File: src/rtl/mem_access_arbiter.sv
// Round-robin arbiter giving NumReq requesters access to a single-port-style
// memory, with a power-up sweep that writes ClearValue to every location.
//
//   state | meaning
//   INIT  | clear sweep in progress; memory writes ClearValue at initCnt
//   RUN   | round-robin arbitration; one access granted per enabled cycle
module mem_access_arbiter #(
    parameter int BitWidth = 8,
    parameter int Depth = 16,
    parameter int NumReq = 4,
    parameter logic [BitWidth-1:0] ClearValue = '0,
    localparam int AW = $clog2(Depth)
) (
    input  logic                       clk,
    input  logic                       rst_n,
    input  logic                       clk_en,
    input  logic [NumReq-1:0]          req_valid,
    input  logic [NumReq-1:0]          req_we,
    input  logic [NumReq*AW-1:0]       req_addr,
    input  logic [NumReq*BitWidth-1:0] req_wdata,
    output logic [NumReq-1:0]          req_ready,
    output logic [NumReq-1:0]          rsp_valid,
    output logic [BitWidth-1:0]        rsp_data,
    output logic                       init_done,
    output logic                       mem_wEn,
    output logic [AW-1:0]              mem_wAddr,
    output logic [BitWidth-1:0]        mem_dIN,
    output logic                       mem_rEn,
    output logic [AW-1:0]              mem_rAddr,
    input  logic [BitWidth-1:0]        mem_dOUT
);

    localparam int PW = $clog2(NumReq);

    typedef enum logic {INIT, RUN} arbState_e;

    arbState_e         state, stateNext;
    logic [AW-1:0]     initCnt;
    logic [PW-1:0]     ptr, ptrNext;
    logic              active;
    logic              granted;
    logic [PW-1:0]     grantIdx;
    logic [NumReq-1:0] grantOH;
    logic [PW:0]       cand;

    // Combinational outputs are also gated by rst_n so a reset aborts an access at once.
    assign active    = clk_en & rst_n;
    assign req_ready = grantOH;

    always_comb begin
        grantOH  = '0;
        grantIdx = '0;
        granted  = 1'b0;
        cand     = '0;
        if (active && state == RUN) begin
            for (int k = 0; k < NumReq; k++) begin
                cand = {1'b0, ptr} + (PW+1)'(k);
                if (cand >= (PW+1)'(NumReq)) cand = cand - (PW+1)'(NumReq);
                if (!granted && req_valid[cand[PW-1:0]]) begin
                    granted  = 1'b1;
                    grantIdx = cand[PW-1:0];
                end
            end
            if (granted) grantOH[grantIdx] = 1'b1;
        end
    end

    assign ptrNext = (grantIdx == PW'(NumReq - 1)) ? '0 : grantIdx + 1'b1;

    always_comb begin
        mem_wEn   = 1'b0;
        mem_wAddr = '0;
        mem_dIN   = '0;
        mem_rEn   = 1'b0;
        mem_rAddr = '0;
        if (active) begin
            if (state == INIT) begin
                mem_wEn   = 1'b1;
                mem_wAddr = initCnt;
                mem_dIN   = ClearValue;
            end else if (granted) begin
                if (req_we[grantIdx]) begin
                    mem_wEn   = 1'b1;
                    mem_wAddr = req_addr[grantIdx*AW +: AW];
                    mem_dIN   = req_wdata[grantIdx*BitWidth +: BitWidth];
                end else begin
                    mem_rEn   = 1'b1;
                    mem_rAddr = req_addr[grantIdx*AW +: AW];
                end
            end
        end
    end

    always_comb begin
        stateNext = state;
        if (clk_en && state == INIT && initCnt == AW'(Depth - 1)) stateNext = RUN;
    end

    always_ff @(posedge clk or negedge rst_n) begin
        if (!rst_n) begin
            state <= INIT;
        end else begin
            state <= stateNext;
        end
    end

    always_ff @(posedge clk or negedge rst_n) begin
        if (!rst_n) begin
            initCnt   <= '0;
            ptr       <= '0;
            init_done <= 1'b0;
            rsp_valid <= '0;
            rsp_data  <= '0;
        end else if (clk_en) begin
            rsp_valid <= '0;
            if (state == INIT) begin
                initCnt <= initCnt + 1'b1;
                if (stateNext == RUN) init_done <= 1'b1;
            end
            if (granted) begin
                ptr <= ptrNext;
                if (!req_we[grantIdx]) begin
                    rsp_valid <= grantOH;
                    rsp_data  <= mem_dOUT;
                end
            end
        end
    end

endmodule

File: config.mk
export PLATFORM = sky130hd
export DESIGN_NAME = mem_access_arbiter
export DESIGN_NICKNAME = d
export VERILOG_FILES = /design/src/rtl/mem_access_arbiter.sv
export SDC_FILE = /design/constraint.sdc
export NUM_CORES = 1
export LEC_CHECK = 0
export BUFFER_PORTS_ARGS = -buffer_cell sky130_fd_sc_hd__buf_2
export CELL_PAD_IN_SITES_DETAIL_PLACEMENT = 0
export CELL_PAD_IN_SITES_GLOBAL_PLACEMENT = 2
export CORE_MARGIN = 2
export CORE_UTILIZATION = 21
export CTS_BUF_LIST = sky130_fd_sc_hd__clkbuf_16
export CTS_CLUSTER_DIAMETER = 200
export DETAILED_ROUTE_END_ITERATION = 8
export PLACE_DENSITY = 0.77
export SLEW_MARGIN = 20
export SYNTH_ARGS = -nofsm -noshare
export SYNTH_HDL_FRONTEND = slang
export SYNTH_SLANG_ARGS = --single-unit
File: constraint.sdc
create_clock -name clk -period 2.1 [get_ports clk]
set_input_delay 0.21 -clock clk [delete_from_list [all_inputs] [get_ports clk]]
set_output_delay 0.21 -clock clk [all_outputs]
set_load 0.1 [all_outputs]
==> results of run 1 <==
layout make-up:
| cell class | count | area share [%] |
|---|---|---|
| clock inverters | 1 | 0.108 |
| multi-input cells | 138 | 42.0 |
| flip-flops and latches | 20 | 14.4 |
| inverters | 3 | 0.323 |
| clock buffers | 3 | 2.15 |
| repair buffers | 152 | 37.5 |
| well taps | 99 | 3.55 |
path summary, 6_finish.rpt:
| check | start | to |
|---|---|---|
| hold / removal | mem_dOUT[5] | rsp_data[5]$_DFFE_PN0P_ |
| min in group asynchronous | rst_n | ptr[1]$_DFFE_PN0P_ |
| setup / recovery | ptr[1]$_DFFE_PN0P_ | mem_wAddr[3] |
| hold reg to reg | rsp_valid[2]$_DFFE_PN0P_ | rsp_valid[2]$_DFFE_PN0P_ |
| setup reg to reg | ptr[1]$_DFFE_PN0P_ | rsp_data[0]$_DFFE_PN0P_ |
| max in group asynchronous | rst_n | state$_DFF_PN0_ |
through the flow:
stage          hold WS [ps]  std cells  setup WS (ps)  util (%)
2_1_floorplan         -85.6        171           -709         -
4_1_cts                 184        413           -450      46.5
3_5_place_dp            234        402           -238      42.4
3_3_place_gp            228        402           -201      42.4
5_1_grt                 188        416           -580      47.6
6_report                183        416           -515      47.6
state kept, by name, summed over array words and instances, names as in the netlist:
| name | count |
|---|---|
| state | 1 |
| initCnt | 4 |
| rsp_valid | 4 |
| ptr | 2 |
| init_done | 1 |
| rsp_data | 8 |
cell usage after synthesis, drive strengths merged, types with 2 or more instances:
cell      n  area (sq um)
nand4     9          56.3
nand3     3          15.0
nand2    13          48.8
buf       4          31.3
o211a     2          20.0
o311a     4          40.0
nor2b     2          12.5
xnor2     3          26.3
nand2b    4          25.0
o211ai    2          15.0
and3      3          23.8
or3       2          12.5
dfrtp    20           500
a21oi     5          25.0
a21boi    4          30.0
and2b     3          22.5
mux2     17           206
nor3      3          26.3
a31oi     5          46.3
inv       3          11.3
nor2     16          60.1
clkbuf    6          25.0
a41o      2          20.0
o2bb2ai   2          17.5
mux2i     9          90.1
a211oi   12          90.1
critical path: cells and delay by family (launching register included):
kind / cells / cell delay, ps
AND/OR/NAND/NOR: 2 / 330
flip-flops: 1 / 420
buffers and inverters: 3 / 530
AO/OA/AOI/OAI: 4 / 870
layer usage:
layer,share of wire [%],vias to the layer above,wire length (um),global-route usage (%)
met4,1.4,0,89,4.04
li1,-,939,-,-
met2,53,49,3310,25.6
met5,0,-,0,0
met1,42,953,2630,20.0
met3,3.8,8,235,2.16
what timing repair did:
item | in CTS | in global routing
cloned | 1 | 0
gates resized for setup | 30 | 12
setup endpoints to repair | 29 | 30
hold buffers | 2 | 0
hold endpoints to repair | 20 | 0
pin swaps | 12 | 10
buffers inserted | 5 | 5
cell families (layout without fill, tap and decap cells):
kind of cell    count (synthesis)  in the layout  share of synthesized area [%]
fa+ha+maj                       1              1                          0.779
xor+xnor                        4              4                           2.18
flops                          20             20                           31.2
mux                            26             26                           18.5
compound gates                 47             47                           23.5
simple gates                   60             60                           19.6
buf+inv                        13            159                           4.21
power by group:
part           leakage [nW]  internal, mW  switching (mW)
sequential            0.243         0.554           0.136
clock                0.0385         0.254           0.145
combinational          1.23          1.03            1.79
==> metrics, run 1 <==
commonest non-fill, non-tap cell in the layout buf_2; First DRT Iteration DRCs between 70 and 80; final worst path period share 125%; register bit total from synthesis 20; Clock Skew roughly 4.0 ps; CP required approximately 1900 ps; RSZ-0062 raised after global routing yes; Startpoint Class flop; fillers approximately 680; vias approximately 2000; I/O Pins just over 100; grt ovf 0; Post-synth top flop dfrtp_1; latest clock arrival within the worst-skew pair around 250 ps; # diodes 0; Layout Nets approximately 390; DRC viols 0; GRT Total Usage between 10% and 20%; initial antenna violation count 0; HPWL Detailed roughly 5 mm; die height 91.4 um; Largest stage delay, worst path 420 ps; leading cell types in the layout, fill and taps excluded 79 x buf_2, 37 x buf_4, 24 x buf_12; Fin. Hold Viols 0; Worst R2R Path Depth 9; EDFF count, synth 0; Crit Path Category reg2out; # rows 31; critical path arrival approximately 2400 ps; Net Count, Synth approximately 240; Finish-stage setup viols 28; Async S/R FF share, synth 100%; WHS Path Cells 2; critical path peak fanout 5; post-synthesis sequential area ratio between 30% and 40%; Mapped Avg Cell Area 9.39 sq um; Mapped Area ~1600 sq um; Reg clk slew, reported paths 60 ps; clock sink total 20; first-pass iteration count of the detailed router 4; Final WS setup -515 ps; share of post-route cells with drive strength above 1 just under 70%; first-pass GRT wire length between 10 and 15 mm; Area growth syn-to-layout 117%; final RePlAce weighted congestion approximately 0.77; H-tree levels 1; post-route cell area between 3000 and 4000 sq um; Final Max Tran Viols 0; total power between 3 and 4 mW; Hold Path Class in2reg; CTS tree built; pin count of the biggest net entering global routing 18; die area between 8000 and 9000 sq um; starting density of the core 21.9%; fmax roughly 0.38 GHz; Slowest-stage cell, CP dfrtp_1; DR WL/cell 15.0 um; r2r setup slk -340 ps; outcome finished, violations left; Synth Instances roughly 170; Via density ~4.7; vias in the first global route 2049; Multi-input gate area approximately 1500 sq um; register area between 500 and 600 sq um; critical path, cell by cell and2_4 > o211ai_1 > nand2_2 > buf_6 > o31a_1 > buf_4 > a31oi_4 > a211oi_4 > buf_12; max-cap viol count 0; Cell variety after synth 46; Final min period roughly 2600 ps; pwr/cell area about 1100 nW/um^2; Antenna Violating Nets Remaining 0; Worst-Margin Slew 771 ps; total CTS buffers 3; yosys warns 0; Die Wd about 91 um; sum of negative setup slack -10760 ps; Clock Root Buffer clkbuf_16; overall routed net length between 6 and 7 mm; input/output buffers ~100; placed inst area between 3000 and 4000 sq um; Core Area between 7000 and 8000 sq um; worst vdd ir slightly above 0.001 V; Leak between 1.5 and 2 nW; failing checks negative setup slack; slew margin rel. 48.5%; CTS Buffer Depth 2; crit end category output pin
Note: power is estimated with default switching activity, not from simulation.
==> run 2: changes to the inputs <==
--- a/config.mk
+++ b/config.mk
@@ -14,6 +14,7 @@
 export CTS_CLUSTER_DIAMETER = 200
 export DETAILED_ROUTE_END_ITERATION = 8
 export PLACE_DENSITY = 0.77
+export SETUP_SLACK_MARGIN = 0.3
 export SLEW_MARGIN = 20
 export SYNTH_ARGS = -nofsm -noshare
 export SYNTH_HDL_FRONTEND = slang
==> metrics, run 2 (synthesis results as in run 1) <==
final RePlAce weighted congestion between 0.7 and 0.8; pwr/cell area about 1100 nW/um^2; max FFs per register 8; vias about 1900; # diodes 0; Die Wd roughly 91 um; crit end category output pin; fmax 0.383 GHz; Antenna Violating Nets Remaining 0; Final min period 2610 ps; share of post-route cells with drive strength above 1 a little over two thirds; Via density ~4.6; Final WS setup -514 ps; slew margin rel. about two thirds; DP Cell Count ~410; starting density of the core a little over a fifth; latest clock arrival within the worst-skew pair approximately 260 ps; critical path arrival 2400 ps; leading cell types in the layout, fill and taps excluded 79 x buf_2, 40 x buf_4, 24 x buf_12; Hold Crit Start req_we[1]; first-pass iteration count of the detailed router 4; pin count of the biggest net entering global routing 18; I/O Pins between 100 and 150; R2R Path End rsp_data[1]$_DFFE_PN0P_; First DRT Iteration DRCs 52; CTS tree built; RSZ-0062 raised after global routing yes; vias in the first global route between 1500 and 2000; Largest stage delay, worst path approximately 440 ps; worst vdd ir about 0.0014 V; Finish-stage setup viols 30; Slowest-stage cell, CP dfrtp_2; critical path peak fanout 7; DR WL/cell roughly 15 um; H-tree levels 1; Worst-Margin Slew 503 ps; Hold Path Class in2reg; Layout Nets just under 400; max-cap viol count 0; CP required 1890 ps; Post-Route Hold Slack approximately 180 ps; register bank with the most flops rsp_data; outcome finished, violations left; Clock Skew 4.88 ps; # rows 31; crit path buf inv count 1; Area growth syn-to-layout 120%; clock sink total 20; Fin. Hold Viols 0; Leak 1.55 nW; commonest non-fill, non-tap cell in the layout buf_2; Final Max Tran Viols 0; Startpoint Class flop; die area 8360 sq um; Core Area around 7300 sq um; input/output buffers between 100 and 150; r2r setup slk -440 ps; DRC viols 0; final std cells w/o fill 422; Worst Hold Endpoint rsp_valid[1]$_DFFE_PN0P_; first-pass GRT wire length approximately 9.7 mm; CTS Buffer Depth 2; GRT Total Usage 14.5%; Clock Root Buffer clkbuf_16; cell family with most CP delay compound AO/OA/AOI/OAI gates; final worst path period share 124%; Crit Path Category reg2out; Top Registers rsp_data (8), initCnt (4), rsp_valid (4); critical path, cell by cell mux2i_2 > o21a_1 > and3_4 > or3_4 > a31oi_4 > a21boi_4 > buf_12; HPWL Detailed between 4 and 5 mm; initial antenna violation count 0; Reg clk slew, reported paths 60 ps; grt ovf 0; RR Startpoint ptr[1]$_DFFE_PN0P_; failing checks negative setup slack; total CTS buffers 3; overall routed net length between 6 and 7 mm; die height slightly above 90 um; Placement Setup Slack -343 ps; WHS Path Cells 2; Worst R2R Path Depth 9
-- run 2: cell count changes in the layout (fill, tap and decap cells not counted), moves of 3 or more --
cell | before | now
buf_4 | 37 | 40
buf_6 | 8 | 13
mux2_2 | 8 | 13
mux2_4 | 9 | 4
-- run 2: report_power, final --
part,switching (mW),total [mW],internal [mW]
Sequential,0.129,0.682,0.554
Clock,0.155,0.534,0.379
Combinational,1.80,2.84,1.03
-- run 2: cell type report --
cell class | instances | area, sq um
clock buffer | 3 | 75.1
clock inverter | 1 | 30.0
tap | 99 | 124
timing repair buffer | 158 | 1350
inverter | 3 | 11.3
multi-input combinational | 138 | 1450
sequential | 20 | 503
fill | 669 | 3790
-- run 2: routing by layer --
metal | up-vias | part of all wire, % | global-route usage [%]
met3 | 5 | 3.5 | 2.07
met4 | 0 | 0.95 | 3.41
met2 | 38 | 52 | 24.8
li1 | 951 | - | -
met5 | - | 0 | 0
met1 | 934 | 44 | 19.2
-- run 2: worst max path at each step --
stage / endpoint / startpoint / cells after the start
3_5_place_dp: rsp_data[1]$_DFFE_PN0P_ / ptr[1]$_DFFE_PN0P_ / 7
2_1_floorplan: mem_rAddr[0] / state$_DFF_PN0_ / 9
5_1_grt: mem_rAddr[1] / ptr[1]$_DFFE_PN0P_ / 7
6_report: mem_rAddr[1] / ptr[1]$_DFFE_PN0P_ / 7
3_3_place_gp: mem_rAddr[1] / ptr[1]$_DFFE_PN0P_ / 7
4_1_cts: mem_rAddr[1] / ptr[1]$_DFFE_PN0P_ / 7
-- run 2: through the flow --
| step | utilization, % | setup TNS (ps) | instance area, sq um | power, mW |
|---|---|---|---|---|
| 2_1_floorplan | - | -11970 | 1890 | 2.53 |
| 3_3_place_gp | 42.5 | -5010 | 3120 | 3.24 |
| 3_5_place_dp | 42.5 | -6790 | 3120 | 3.26 |
| 4_1_cts | 46.4 | -10300 | 3400 | 3.95 |
| 5_1_grt | 48.2 | -14190 | 3540 | 4.25 |
| 6_report | 48.2 | -11650 | 3540 | 4.05 |
-- run 2: what timing repair did --
item	4_1_cts	5_1_grt
hold buffers	1	0
resized for setup	27	15
buffers inserted	5	7
hold endpoints to repair	20	0
setup endpoints to repair	32	33
pin swaps	14	11
==> run 3: changes to the inputs <==
--- a/config.mk
+++ b/config.mk
@@ -13,7 +13,7 @@
 export CTS_BUF_LIST = sky130_fd_sc_hd__clkbuf_16
 export CTS_CLUSTER_DIAMETER = 200
 export DETAILED_ROUTE_END_ITERATION = 8
-export PLACE_DENSITY = 0.77
+export PLACE_DENSITY_LB_ADDON = 0.2
 export SETUP_SLACK_MARGIN = 0.3
 export SLEW_MARGIN = 20
 export SYNTH_ARGS = -nofsm -noshare
==> metrics, run 3 (synthesis results as in run 1) <==
metal3 WL between 200 and 250 um; Hold Path Class in2reg; uppermost layer routed met4; Finish-stage setup viols 28; grt ovf 0; Final WS setup -480 ps; Final Max Tran Viols 0; final RePlAce weighted congestion 0.772; pwr/cell area between 1000 and 1500 nW/um^2; R2R Path End rsp_data[5]$_DFFE_PN0P_; r2r setup slk -270 ps; first-pass iteration count of the detailed router 4; outcome finished, violations left; worst vdd ir 0.000657 V; crit end category output pin; first-pass GRT wire length approximately 10 mm; final std cells w/o fill 422; Layout Nets around 400; pin count of the biggest net entering global routing 19; Crit Path Category reg2out; Top Registers rsp_data (8), initCnt (4), rsp_valid (4); CP required approximately 1900 ps; initial antenna violation count 0; die height between 90 and 100 um; Reg clk slew, reported paths 60 ps; Crit. Startpoint ptr[1]$_DFFE_PN0P_; HPWL Detailed roughly 5 mm; Worst setup endpoint mem_rAddr[3]; # rows 31; Fin. Hold Viols 0; DRC viols 0; Antenna Violating Nets Remaining 0; Clock Root Buffer clkbuf_16; critical path, cell by cell mux2i_2 > o21a_1 > and3_4 > or3_4 > a31oi_4 > a21boi_4 > buf_12; clock sink total 20; register bank with the most flops rsp_data; # diodes 0; RR Startpoint ptr[1]$_DFFE_PN0P_; total CTS buffers 3; Startpoint Class flop; H-tree levels 1; max-cap viol count 0; fmax approximately 0.39 GHz; Clock Skew 3.88 ps; Placement Setup Slack -237 ps; DP Cell Count about 400; First DRT Iteration DRCs 33; CTS Buffer Depth 2; Largest stage delay, worst path between 400 and 500 ps; Worst R2R Path Depth 8; Leak between 1.5 and 2 nW; Slowest-stage cell, CP dfrtp_1; critical path arrival around 2400 ps; commonest non-fill, non-tap cell in the layout buf_2; starting density of the core 21.9%; slew margin rel. 67.0%; Core Area 7330 sq um; latest clock arrival within the worst-skew pair 260 ps; die area between 8000 and 9000 sq um; post-layout util 47.7%; share of post-route cells with drive strength above 1 68.4%; vias in the first global route about 2000; Area growth syn-to-layout 118%; leading cell types in the layout, fill and taps excluded 79 x buf_2, 41 x buf_4, 24 x buf_12; Die Wd a little over 90 um; RSZ-0062 raised after global routing yes; critical path peak fanout 7; Post-Route Hold Slack around 180 ps; final worst path period share 123%; met2 wire length roughly 3.2 mm; max FFs per register 8; failing checks negative setup slack; Worst-Margin Slew around 490 ps; total power 3.94 mW; input/output buffers between 100 and 150; vias between 1500 and 2000; WL met1 ~3 mm; Via density between 4 and 5; Final min period 2580 ps; DR WL/cell 15.1 um; CTS tree built; GRT Total Usage between 15 and 20%; I/O Pins around 100; overall routed net length approximately 6.4 mm
-- run 3: cell types whose count changed in the layout (fill, tap and decap cells not counted), sizes merged --
cell,change
bufinv,-1
inv,+1
-- run 3: worst min path at each step --
stage                      startpoint                       to  slack (ps)  depth (start not counted)
after floorplan                 rst_n   initCnt[0]$_DFFE_PN0P_         -90                          0
after global placement          rst_n       ptr[0]$_DFFE_PN0P_         170                          2
after detailed placement        rst_n       ptr[0]$_DFFE_PN0P_         170                          2
after CTS                 mem_dOUT[6]  rsp_data[6]$_DFFE_PN0P_         180                          2
after global routing      mem_dOUT[2]  rsp_data[2]$_DFFE_PN0P_         180                          2
final                     mem_dOUT[6]  rsp_data[6]$_DFFE_PN0P_         180                          2
-- run 3: final cells by class --
cell class / instances / area, sq um
fillers: 705 / 3830
multi-input cells: 138 / 1440
repair buffers: 158 / 1340
flip-flops and latches: 20 / 502
well taps: 99 / 124
clock buffers: 3 / 75.1
inverters: 3 / 11.3
clock inverters: 1 / 3.75
-- run 3: repair_timing --
item,CTS,global route
buffers inserted,4,7
gates cloned,0,2
pin swaps,7,20
endpoints found under the setup margin,31,32
hold buffers,1,0
gates resized for setup,15,24
hold endpoints to repair,11,0
-- run 3: worst max-delay path, delay by kind of cell (launching register included) --
kind	cells	cell delay, ps
mux	1	180
buf+inv	1	190
simple gates	2	570
flops	1	410
compound gates	3	760
-- run 3: per-layer routing --
metal / global-route usage, % / vias up
met5: 0 / -
met4: 1.14 / 0
met3: 2.99 / 4
met2: 25.0 / 35
met1: 21.1 / 935
li1: - / 948
-- run 3: through the flow --
stage          instance area, sq um  setup TNS [ps]
2_1_floorplan                  1890          -11970
3_3_place_gp                   3110           -5230
3_5_place_dp                   3110           -5180
4_1_cts                        3300           -9000
5_1_grt                        3500          -13070
6_report                       3500           -9560
-- run 3: where the power goes --
group / total, mW / switching (mW) / leakage [nW] / internal (mW)
Clock: 0.403 / 0.149 / 0.0423 / 0.254
Sequential: 0.675 / 0.123 / 0.244 / 0.552
Combinational: 2.86 / 1.82 / 1.24 / 1.04
Total: 3.94 / 2.09 / 1.53 / 1.85
